[src/rtl/mips_pkg.sv]
// Shared MIPS definitions: multiply/divide op encodings and the mul/div FSM states.
package mips_pkg;

    typedef enum logic [1:0] {
        MD_MULT  = 2'b00,
        MD_MULTU = 2'b01,
        MD_DIV   = 2'b10,
        MD_DIVU  = 2'b11
    } md_op_e;

    typedef enum logic [1:0] {
        S_IDLE = 2'b00,
        S_CALC = 2'b01,
        S_FIX  = 2'b10
    } md_state_e;

    function automatic logic op_is_div(input md_op_e op);
        return (op == MD_DIV) || (op == MD_DIVU);
    endfunction

    function automatic logic op_is_signed(input md_op_e op);
        return (op == MD_MULT) || (op == MD_DIV);
    endfunction

endpackage

[src/rtl/md_step.sv]
// One radix-2 iteration: MSB-first shift-add multiply or restoring divide step.
module md_step #(
    parameter int unsigned WIDTH = 32
) (
    input  logic                 is_div,
    input  logic [2*WIDTH-1:0]   acc,
    input  logic                 in_bit,
    input  logic [WIDTH-1:0]     operand,
    output logic [2*WIDTH-1:0]   acc_next,
    output logic                 qbit
);

    logic [WIDTH:0] rem_sh;
    logic [WIDTH:0] diff;

    always_comb begin
        rem_sh   = {acc[WIDTH-1:0], in_bit};
        diff     = rem_sh - {1'b0, operand};
        acc_next = '0;
        qbit     = 1'b0;
        if (is_div) begin
            // Remainder lives in acc[WIDTH:0]; the next dividend bit shifts in at the bottom.
            if (rem_sh >= {1'b0, operand}) begin
                acc_next[WIDTH:0] = diff;
                qbit              = 1'b1;
            end else begin
                acc_next[WIDTH:0] = rem_sh;
            end
        end else begin
            acc_next = {acc[2*WIDTH-2:0], 1'b0}
                     + (in_bit ? {{WIDTH{1'b0}}, operand} : {(2*WIDTH){1'b0}});
        end
    end

endmodule

[src/rtl/mul_div_unit.sv]
// Iterative mult/multu/div/divu unit owning HI/LO; WIDTH steps plus one sign-fix cycle.
module mul_div_unit
    import mips_pkg::*;
#(
    parameter int unsigned WIDTH = 32
) (
    input  logic             clk,
    input  logic             reset,
    input  logic             start,
    input  logic [1:0]       MDConf,
    input  logic [WIDTH-1:0] In1,
    input  logic [WIDTH-1:0] In2,
    input  logic             HiWrite,
    input  logic             LoWrite,
    input  logic [WIDTH-1:0] WriteData,
    output logic             busy,
    output logic             done,
    output logic [WIDTH-1:0] Hi,
    output logic [WIDTH-1:0] Lo
);

    localparam int unsigned CW = (WIDTH > 1) ? $clog2(WIDTH) : 1;
    localparam logic [CW-1:0] LAST = CW'(WIDTH - 1);

    md_state_e          state, state_nx;
    md_op_e             op;
    logic [CW-1:0]      counter;
    logic [2*WIDTH-1:0] acc, acc_step;
    logic [WIDTH-1:0]   q, opnd;
    logic               is_div, neg_res, neg_rem, div_zero, qbit;
    logic               a_neg, b_neg;
    logic [WIDTH-1:0]   mag1, mag2;
    logic [2*WIDTH-1:0] prod;
    logic [WIDTH-1:0]   quo, rem;

    assign op   = md_op_e'(MDConf);
    assign busy = (state != S_IDLE);

    always_comb begin
        a_neg = op_is_signed(op) & In1[WIDTH-1];
        b_neg = op_is_signed(op) & In2[WIDTH-1];
        mag1  = a_neg ? -In1 : In1;
        mag2  = b_neg ? -In2 : In2;
    end

    md_step #(.WIDTH(WIDTH)) u_step (
        .is_div   (is_div),
        .acc      (acc),
        .in_bit   (q[WIDTH-1]),
        .operand  (opnd),
        .acc_next (acc_step),
        .qbit     (qbit)
    );

    // A zero divisor yields an all-ones quotient magnitude; force Lo to all ones
    // so the sign fix cannot disturb it. The remainder already equals the dividend.
    always_comb begin
        prod = neg_res ? -acc : acc;
        quo  = div_zero ? '1 : (neg_res ? -q : q);
        rem  = neg_rem ? -acc[WIDTH-1:0] : acc[WIDTH-1:0];
    end

    always_comb begin
        state_nx = state;
        case (state)
            S_IDLE:  if (start) state_nx = S_CALC;
            S_CALC:  if (counter == LAST) state_nx = S_FIX;
            S_FIX:   state_nx = S_IDLE;
            default: state_nx = S_IDLE;
        endcase
    end

    always_ff @(posedge clk or posedge reset) begin
        if (reset) state <= S_IDLE;
        else       state <= state_nx;
    end

    always_ff @(posedge clk or posedge reset) begin
        if (reset) begin
            counter  <= '0;
            acc      <= '0;
            q        <= '0;
            opnd     <= '0;
            is_div   <= 1'b0;
            neg_res  <= 1'b0;
            neg_rem  <= 1'b0;
            div_zero <= 1'b0;
            done     <= 1'b0;
            Hi       <= '0;
            Lo       <= '0;
        end else begin
            done <= 1'b0;
            case (state)
                S_IDLE: begin
                    if (HiWrite) Hi <= WriteData;
                    if (LoWrite) Lo <= WriteData;
                    if (start) begin
                        counter  <= '0;
                        acc      <= '0;
                        is_div   <= op_is_div(op);
                        neg_res  <= a_neg ^ b_neg;
                        neg_rem  <= a_neg;
                        div_zero <= op_is_div(op) && (In2 == '0);
                        if (op_is_div(op)) begin
                            q    <= mag1;
                            opnd <= mag2;
                        end else begin
                            q    <= mag2;
                            opnd <= mag1;
                        end
                    end
                end
                S_CALC: begin
                    acc     <= acc_step;
                    q       <= {q[WIDTH-2:0], qbit};
                    counter <= counter + CW'(1);
                end
                S_FIX: begin
                    done <= 1'b1;
                    if (is_div) begin
                        Hi <= rem;
                        Lo <= quo;
                    end else begin
                        Hi <= prod[2*WIDTH-1:WIDTH];
                        Lo <= prod[WIDTH-1:0];
                    end
                end
                default: ;
            endcase
        end
    end

endmodule
[config.mk]
export PLATFORM = sky130hd
export DESIGN_NAME = mul_div_unit
export DESIGN_NICKNAME = d
export VERILOG_FILES = /design/src/rtl/mips_pkg.sv /design/src/rtl/md_step.sv /design/src/rtl/mul_div_unit.sv
export SDC_FILE = /design/constraint.sdc
export NUM_CORES = 1
export LEC_CHECK = 0
export CORE_MARGIN = 1
export CORE_UTILIZATION = 53
export CTS_BUF_LIST = sky130_fd_sc_hd__clkbuf_4
export DETAILED_ROUTE_END_ITERATION = 12
export GPL_TIMING_DRIVEN = 0
export MAX_ROUTING_LAYER = met4
export PLACE_DENSITY = 0.83
export SLEW_MARGIN = 20
export SYNTH_ARGS = -nofsm -noshare
export SYNTH_HDL_FRONTEND = slang
export SYNTH_HIERARCHICAL = 1
export SYNTH_SLANG_ARGS = --single-unit
[constraint.sdc]
create_clock -name clk -period 8.3 [get_ports clk]
set_input_delay 1.66 -clock clk [delete_from_list [all_inputs] [get_ports clk]]
set_output_delay 1.66 -clock clk [all_outputs]
set_load 0.005 [all_outputs]
; ---- Word-level counts from Yosys, hierarchy flattened
; Index checks and enable logic that the tools add are counted.
[totals]
regBits = 204
latch_bits = 0
mem_bits_rw = 0
mem_bits_ro = 0
in_bits = 103
output_inout_bits = 66
wordCells = 77
mem_count = 0
[classes]
addsub = 8
n_mul = 0
n_div = 0
magnitude_cmp = 1
n_eq_ne = 9
shifts = 0
muxes = 30
bitwise = 3
reduce_logical = 14
[op_table]
columns = operator, n
row1 = 2-to-1 mux 32 bit, 13
row2 = case mux 32 bit (2 select lines), 3
row3 = 2-to-1 mux 64 bit, 2
row4 = negator 32 bit, 4
row5 = case mux 64 bit (2 select lines), 1
row6 = 2-to-1 mux 33 bit, 2
row7 = adder 64 bit, 1
row8 = negator 64 bit, 1
row9 = >= comparator 33 x 32 -> 1 bit, 1
row10 = subtractor 33 x 32 -> 33 bit, 1
row11 = logical NOT 32 bit, 1
row12 = 2-to-1 mux 31 bit, 1
row13 = case mux 5 bit (2 select lines), 1
row14 = AND reduction 2 bit, 5
row15 = inequality test 2 bit (second input constant), 4
row16 = == test 2 bit (second input constant), 3
row17 = nonzero test 2 bit, 3
row18 = adder 5 x 1 -> 5 bit (second input constant), 1
row19 = == test 5 bit (second input constant), 1
row20 = 2-to-1 mux 5 bit, 1
row21 = logical NOT 2 bit, 2
row22 = 2-to-1 mux 2 bit, 2
row23 = case mux 2 bit (2 select lines), 1
row24 = 2-to-1 mux 1 bit, 3
row25 = other kinds (5), 7

; ---- Logic depth before layout (Yosys ltp)
; Gate-level depths: netlist (run 1).
[depth]
depth_word = 7
mapped_depth = 17

; ---- Cells and area by module
; Netlist (run 1), hierarchy kept.
[modules_own_cells]
columns = module, instances, cells_each, area_per_inst_um2, seq_area_each_um2
row1 = mul_div_unit, 1, 1629, 13485.4, 5104.9
row2 = md_step, 1, 809, 5098.6, 0.0

; ---- Worst setup path before layout (run 1)
; No wires, ideal clock.
[synth_timing]
kind = in2reg
startpoint = input port In1[18]
endpoint = register q[23]
t_arrival_ns = 3.492
path_slack_ns = 4.682
cell_stages = 7
n_path_buf = 1
cell_sequence = or4_1 > clkbuf_1 > or3_1 > o41a_1 > xnor2_1 > mux2i_1 > a221o_1
[synth_between]
elab_chain_cells = 5
[synth_lines]
columns = item, line_no
row1 = "start, declared", mul_div_unit.sv:11  ; input logic [WIDTH-1:0] In1,
row2 = negator 32 bit, mul_div_unit.sv:42  ; mag1 = a_neg ? -In1 : In1;
row3 = 2-to-1 mux 32 bit, mul_div_unit.sv:42
row4 = 2-to-1 mux 32 bit, mul_div_unit.sv:104  ; if (op_is_div(op)) begin
row5 = 2-to-1 mux 32 bit, mul_div_unit.sv:97  ; if (start) begin
row6 = case mux 32 bit (2 select lines), mul_div_unit.sv:93  ; case (state)
row7 = "end signal, assigned", mul_div_unit.sv:105  ; q <= mag1;
row8 = "end signal, assigned", mul_div_unit.sv:108  ; q <= mag2;
row9 = "end signal, assigned", mul_div_unit.sv:115  ; q <= {q[WIDTH-2:0], qbit};
row10 = "end, declared", mul_div_unit.sv:29  ; logic [WIDTH-1:0] q, opnd;
; No other way between the ends. The select of a mux whose other input is x is not followed.
; A chain may end at the register's enable or synchronous reset.

; ---- Final worst setup path (run 1)
[layout_timing]
startpoint = register q[31]
endpoint = register acc[37]
[layout_between]
elab_chain_cells = 4
[layout_lines]
columns = item, line_no
row1 = 2-to-1 mux 32 bit, md_step.sv:31  ; + (in_bit ? {{WIDTH{1'b0}}, operand} : {(2*WIDTH){1'b0}});
row2 = adder 64 bit, md_step.sv:31
row3 = 2-to-1 mux 31 bit, md_step.sv:21  ; if (is_div) begin
row4 = net acc_step[37], mul_div_unit.sv:28  ; logic [2*WIDTH-1:0] acc, acc_step;
row5 = case mux 64 bit (2 select lines), mul_div_unit.sv:93
row6 = "end signal, assigned", mul_div_unit.sv:114  ; acc <= acc_step;
row7 = "end, declared", mul_div_unit.sv:28
; The timed path passes the listed nets, and every way through them passes these cells.

==> reports/qor.yml, run 1 <==
status:
  outcome: "completed"
floorplanning:
  die_x_um: 189.3
  core_area_mm2: 0.03454
  io_pins: 169
  initial_core_util: 0.5380
  rows: 68
  die_height_um: 189.3
  dieArea_mm2: 0.03582
drt:
  drt_wl_total_um: 77920
  via_per_inst: 6.718
  drcViolationCount: 0
  postRouteAntennaNets: 0
  vias: 21268
  drtIter0Drc: 2681
  avgRoutedWirePerCell_um: 24.61
  drtPass1Iterations: 6
logic_synthesis:
  synth_mux_area_frac: 0.01131
  synth_xor_area_frac: 0.1112
  synth_area_mm2: 0.01858
  netlist.area_leader.share: 0.2747
  syn_avg_cell_area_um2: 7.623
  ys_async_sr_fraction: 1.000
  synth_cell_type_count: 86
  synthSimpleGateAreaFrac: 0.2342
  seq_area_frac_synth: 0.2747
  synth_top_family_by_area: "compound AO/OA/AOI/OAI gates"
  synthTopCellsByCount: "nand2_1 (340), o21ai_0 (216), dfrtp_1 (204)"
  yosysMostFrequentCell: "nand2_1"
  synth_cells: 2438
  synth-adder-area-share: 0.04928
  synth_nets: 2613
  synth_ff_type: "dfrtp_1"
  ys_ff_latch: 204
  synth_edf_count: 0
  yosys.area.top_type: "dfrtp_1"
  yosysWarningCount: 6
  synth_compound_area_frac: 0.2680
  ys_top_cells_by_area: "dfrtp_1 (27%), xnor2_1 (6.9%), nand2_1 (6.9%)"
cells_and_area:
  n_fill_cell: 3202
  fin_nets: 2839
  fin_util: 0.6256
  drive_above_1_share: 0.05650
  area_growth_pct: 16.29
timing:
  slew_headroom: 0.2675
  fin_crit_sh: 0.5903
  hold_viol: 0
  setup_viol: 0
  fin_crit_ns: 4.900
  finalClockSkew_ns: 0.04943
  clock.fmax_mhz: 204.1
  drv_slew: 0
  tns_ns: 0
  rsz0062_at_grt: "no"
  timing_worst_slew_pin_value_ns: 1.089
worst_hold_path:
  hold_end: "opnd[8]"
  holdCritPathClass: "reg -> reg"
  hold_path.startpoint: "opnd[8]"
  holdPathStages: 1
cts:
  cts_tree: "yes"
  clock-sinks: 204
  h-tree-depth: 2
  clockRootBuffer: "clkbuf_4"
  path_clk_slew_ns: 0.06
  postCtsSetupBuffers: 0
  clk-insertion-delay-late_ns: 0.81
  postCtsHoldBufs: 0
  cts-resized-gates: 0
  cts_buffers: 56
  clockBufferDepth: 3
critical_path:
  critPathArrivalTime_ns: 5.59
  cp-end-kind: "flip-flop"
  cp_data_required_time_ns: 8.99
  start_kind: "flip-flop"
  crit_fanout: 10
  path_class: "reg -> reg"
  reg2reg_from: "q[31]"
  ff2ff_setup_slack_ns: 3.40
  reg2reg_to: "acc[37]"
  rr_worst_depth: 17
grt:
  first_global_vias: 19576
  grt_use_total: 0.4415
  antenna_found_initial: 4
  grt_max_degree: 108
  grt_pass1_wl_um: 116800
  grt_overflow: 0
power_and_ir_drop:
  p_leak_nw: 8.541
  powerDensity_mw_per_mm2: 428.8
  ir_worst_vdd_mv: 0.3156
place:
  portBuffers: 167
  gp_congestion: 1.055
  place_hpwl_um: 61320
flow_run:
  cap_violations: 0
-- layout make-up --
class / instances / area (um2) / share of cell area
sequential: 204 / 5105 / 0.2362
timing repair buffer: 168 / 1699 / 0.07862
inverter: 75 / 289.0 / 0.01337
antenna: 3 / 7.507 / 0.0003474
multi-input combinational: 1989 / 12530 / 0.5798
buffer: 170 / 673.1 / 0.03115
clock inverter: 19 / 113.9 / 0.005269
clock buffer: 83 / 623.1 / 0.02883
tap: 455 / 569.3 / 0.02634
-- placed cells by master, fill, tap and decap left out, types with 46 or more instances in the layout --
cell	n
nor3_1	52
inv_1	72
o221ai_1	61
a21oi_1	135
ha_1	70
nor2_1	199
xnor2_1	147
o21ai_0	216
or3_1	51
xor2_1	89
clkdlybuf4s50_1	167
o31ai_1	46
clkbuf_1	150
dfrtp_1	204
nand2_1	340
clkbuf_4	83
-- power breakdown --
group,total [mW],switching [mW],internal [mW]
registers,2.03,0.613,1.42
clock network,0.965,0.474,0.490
logic,6.27,3.89,2.38
-- layer usage --
layer	wire, um	vias up	track usage
li1	-	9422	-
met4	5223	0	0.2674
met1	30230	10067	0.5556
met3	8534	293	0.07674
met2	33940	1486	0.6622
met5	0	-	-
-- per-stage QoR --
| stage | std cells | power [mW] | hold WS [ns] | instance area, um2 | setup slack, ns |
|---|---|---|---|---|---|
| finish | 3166 | 9.267 | 0.4796 | 21610 | 3.400 |
| global route | 3166 | 9.798 | 0.5093 | 21610 | 3.233 |
| CTS | 3163 | 9.028 | 0.4838 | 21600 | 3.654 |
| detailed placement | 3061 | 8.040 | 0.4699 | 20870 | 3.699 |
| global placement | 3060 | 7.920 | 0.4586 | 20830 | -1.386 |
| floorplan | 2438 | 5.868 | 0.4387 | 18580 | 1.073 |
-- critical path, stage by stage (launching register included) --
cell and delay (ns):
dfrtp_1 0.53, inv_1 0.34, clkbuf_1 0.47, nor2_1 0.11, ha_1 0.26, fa_1 0.45, a211oi_1 0.38, o211ai_1 0.27
nand3_1 0.21, a21oi_1 0.14, nor3_1 0.44, a21oi_1 0.19, clkbuf_1 0.29, o21ai_0 0.26, xnor2_1 0.14, nor2b_1 0.16
nand2_1 0.06, o21ai_0 0.11
-- registers in the layout, indices dropped and copies added (netlist names), 2 cells and up --
name     count
opnd        32
counter      5
state        2
acc         64
q           32
Lo          32
Hi          32
-- cell families after synthesis --
| logic type | after synthesis |
|---|---|
| buf+inv | 245 |
| xor+xnor | 236 |
| compound gates | 763 |
| simple gates | 898 |
| flops | 204 |
| mux | 20 |
| fa+ha+maj | 72 |
-- worst max-delay path by stage --
| stage | startpoint | endpoint |
|---|---|---|
| 6_report | q[31] | acc[37] |
| 5_1_grt | q[31] | acc[39] |
| 4_1_cts | q[31] | acc[37] |
| 3_5_place_dp | q[31] | acc[57] |
| 3_3_place_gp | reset | opnd[16] |
| 2_1_floorplan | reset | Hi[0] |
(Power assumes the default switching activity.)
==> run 2: changes to the inputs <==
==> constraint.sdc (replaced) <==
create_clock -name clk -period 5 [get_ports clk]
set_input_delay 1 -clock clk [delete_from_list [all_inputs] [get_ports clk]]
set_output_delay 1 -clock clk [all_outputs]
set_load 0.005 [all_outputs]
==> run 2 against run 1 <==
Effect of this change: power grew 65%; clock skew grew 0.029 ns; via count shrank 0.46%; core utilization grew 0.072 points; final cell count grew 0.13%; fmax grew 3.1%; clock-buffer cell count shrank 11; critical path type unchanged; critical endpoint is now acc[52]; largest power group unchanged.
==> reports/qor.yml, run 2 (same netlist as run 1, synthesis figures left out) <==
drt:
  drtIter0Drc: 2402
  via_per_inst: 6.678
  drt_wl_total_um: 79780
  drcViolationCount: 0
  postRouteAntennaNets: 0
  drtPass1Iterations: 7
  avgRoutedWirePerCell_um: 25.17
  vias: 21170
power_and_ir_drop:
  p_seq_frac: 0.220
  power_frac_comb: 0.683
  p_int_mw: 6.994
  ir_worst_vdd_mv: 0.5452
  switching_power_mw: 8.294
  powerDensity_mw_per_mm2: 706.6
  swShare: 0.5425
  fin_total_pwr_mw: 15.29
  clkPwrFrac: 0.097
  p_leak_nw: 8.540
timing:
  slew_headroom: 0.2336
  finalClockSkew_ns: 0.07884
  setup_viol: 0
  fin_crit_sh: 0.9504
  hold_viol: 0
  tns_ns: 0
  postLayoutSetupSlackWorst_ns: 0.2481
  timing_worst_slew_pin_value_ns: 1.139
  whs_ns: 0.4793
  rsz0062_at_grt: "no"
  drv_slew: 0
  fin_crit_ns: 4.752
  clock.fmax_mhz: 210.4
floorplanning:
  die_x_um: 189.3
  rows: 68
  initial_core_util: 0.5380
  dieArea_mm2: 0.03582
  io_pins: 169
  core_area_mm2: 0.03454
  die_height_um: 189.3
cells_and_area:
  fin_nets: 2847
  fin_util: 0.6263
  drive_above_1_share: 0.05453
  area_growth_pct: 16.42
  final_common_cell: "nand2_1"
  layout_common_cells: "nand2_1 (340), o21ai_0 (216), dfrtp_1 (204)"
  largest_register_ff_count: 64
  design_area_mm2: 0.02164
  fin_cells: 3170
  regMostFlops: "acc"
critical_path:
  start_kind: "flip-flop"
  cp_data_required_time_ns: 5.65
  crit_fanout: 10
  path_class: "reg -> reg"
  critPathArrivalTime_ns: 5.40
  cp-end-kind: "flip-flop"
cts:
  postCtsSetupBuffers: 0
  clock-sinks: 204
  cts_buffers: 58
  clk-insertion-delay-late_ns: 0.85
  clockBufferDepth: 3
  cts_tree: "yes"
  clockRootBuffer: "clkbuf_4"
  path_clk_slew_ns: 0.06
  postCtsHoldBufs: 0
  cts-resized-gates: 0
  h-tree-depth: 2
grt:
  grt_max_degree: 38
  first_global_vias: 19757
  antenna_found_initial: 1
  grt_use_total: 0.4558
  grt_overflow: 0
  grt_pass1_wl_um: 119800
place:
  post-place-ws_ns: 0.4343
  gp_congestion: 1.057
  dpl_cell_area_mm2: 0.02097
  place_inst: 3067
  place_hpwl_um: 62930
  portBuffers: 167
status:
  outcome: "completed"
flow_run:
  cap_violations: 0
worst_hold_path:
  holdCritPathClass: "reg -> reg"
-- run 2: cell types whose count changed in the layout (fill, tap and decap cells not counted), moves of 2 or more --
| cell | delta |
|---|---|
| clkbuf_4 | -11 |
| clkinv_1 | +10 |
| buf_12 | +5 |
| clkinv_2 | +2 |
| clkinv_4 | -2 |
| clkinvlp_4 | +2 |
| diode_2 | -2 |
-- run 2: power groups by stage --
stage / clock, mW / combinational, mW / sequential [mW]
final: 1.49 / 10.4 / 3.36
after global routing: 1.58 / 11.2 / 3.41
after detailed placement: 0 / 10.0 / 3.33
after floorplan: 0 / 6.79 / 2.95
after global placement: 0 / 9.86 / 3.30
after CTS: 1.49 / 10.1 / 3.30
-- run 2: final cells by class --
class	instances	area, um2
plain buffers	170	673.1
repair buffers	174	1809
diodes	1	2.502
flip-flops and latches	204	5105
well taps	455	569.3
clock buffers	72	540.5
multi-input cells	1989	12530
clock inverters	30	125.1
inverters	75	285.3
fillers	3214	12910
-- run 2: worst max-delay path: stages (launching register included) --
cell      delay [ns]
dfrtp_1         0.53
inv_1           0.29
clkbuf_1        0.48
nor2_1          0.11
ha_1            0.41
a21oi_1         0.35
o22ai_1         0.13
or4b_1          0.57
a32o_1          0.28
nor2_1          0.30
o211a_2         0.34
buf_2           0.27
nor3_1          0.11
xnor2_1         0.21
nor2_1          0.06
nand2_1         0.07
o21ai_0         0.08
-- run 2: worst paths after layout --
check,depth (start not counted),from,slack [ns],endpoint
worst min register to register,1,opnd[10],0.48,opnd[10]
worst max-delay path,16,q[31],0.25,acc[52]
max in group asynchronous,4,reset,3.53,q[7]
worst min-delay path,1,opnd[10],0.48,opnd[10]
min in group asynchronous,2,reset,0.60,acc[32]
worst max register to register,16,q[31],0.25,acc[52]
-- run 2: per-layer routing --
metal  global-route usage  share of wire
met1               0.5706           0.39
met2               0.6882           0.44
met3              0.07655           0.10
met4               0.2779          0.071
met5                    -              0
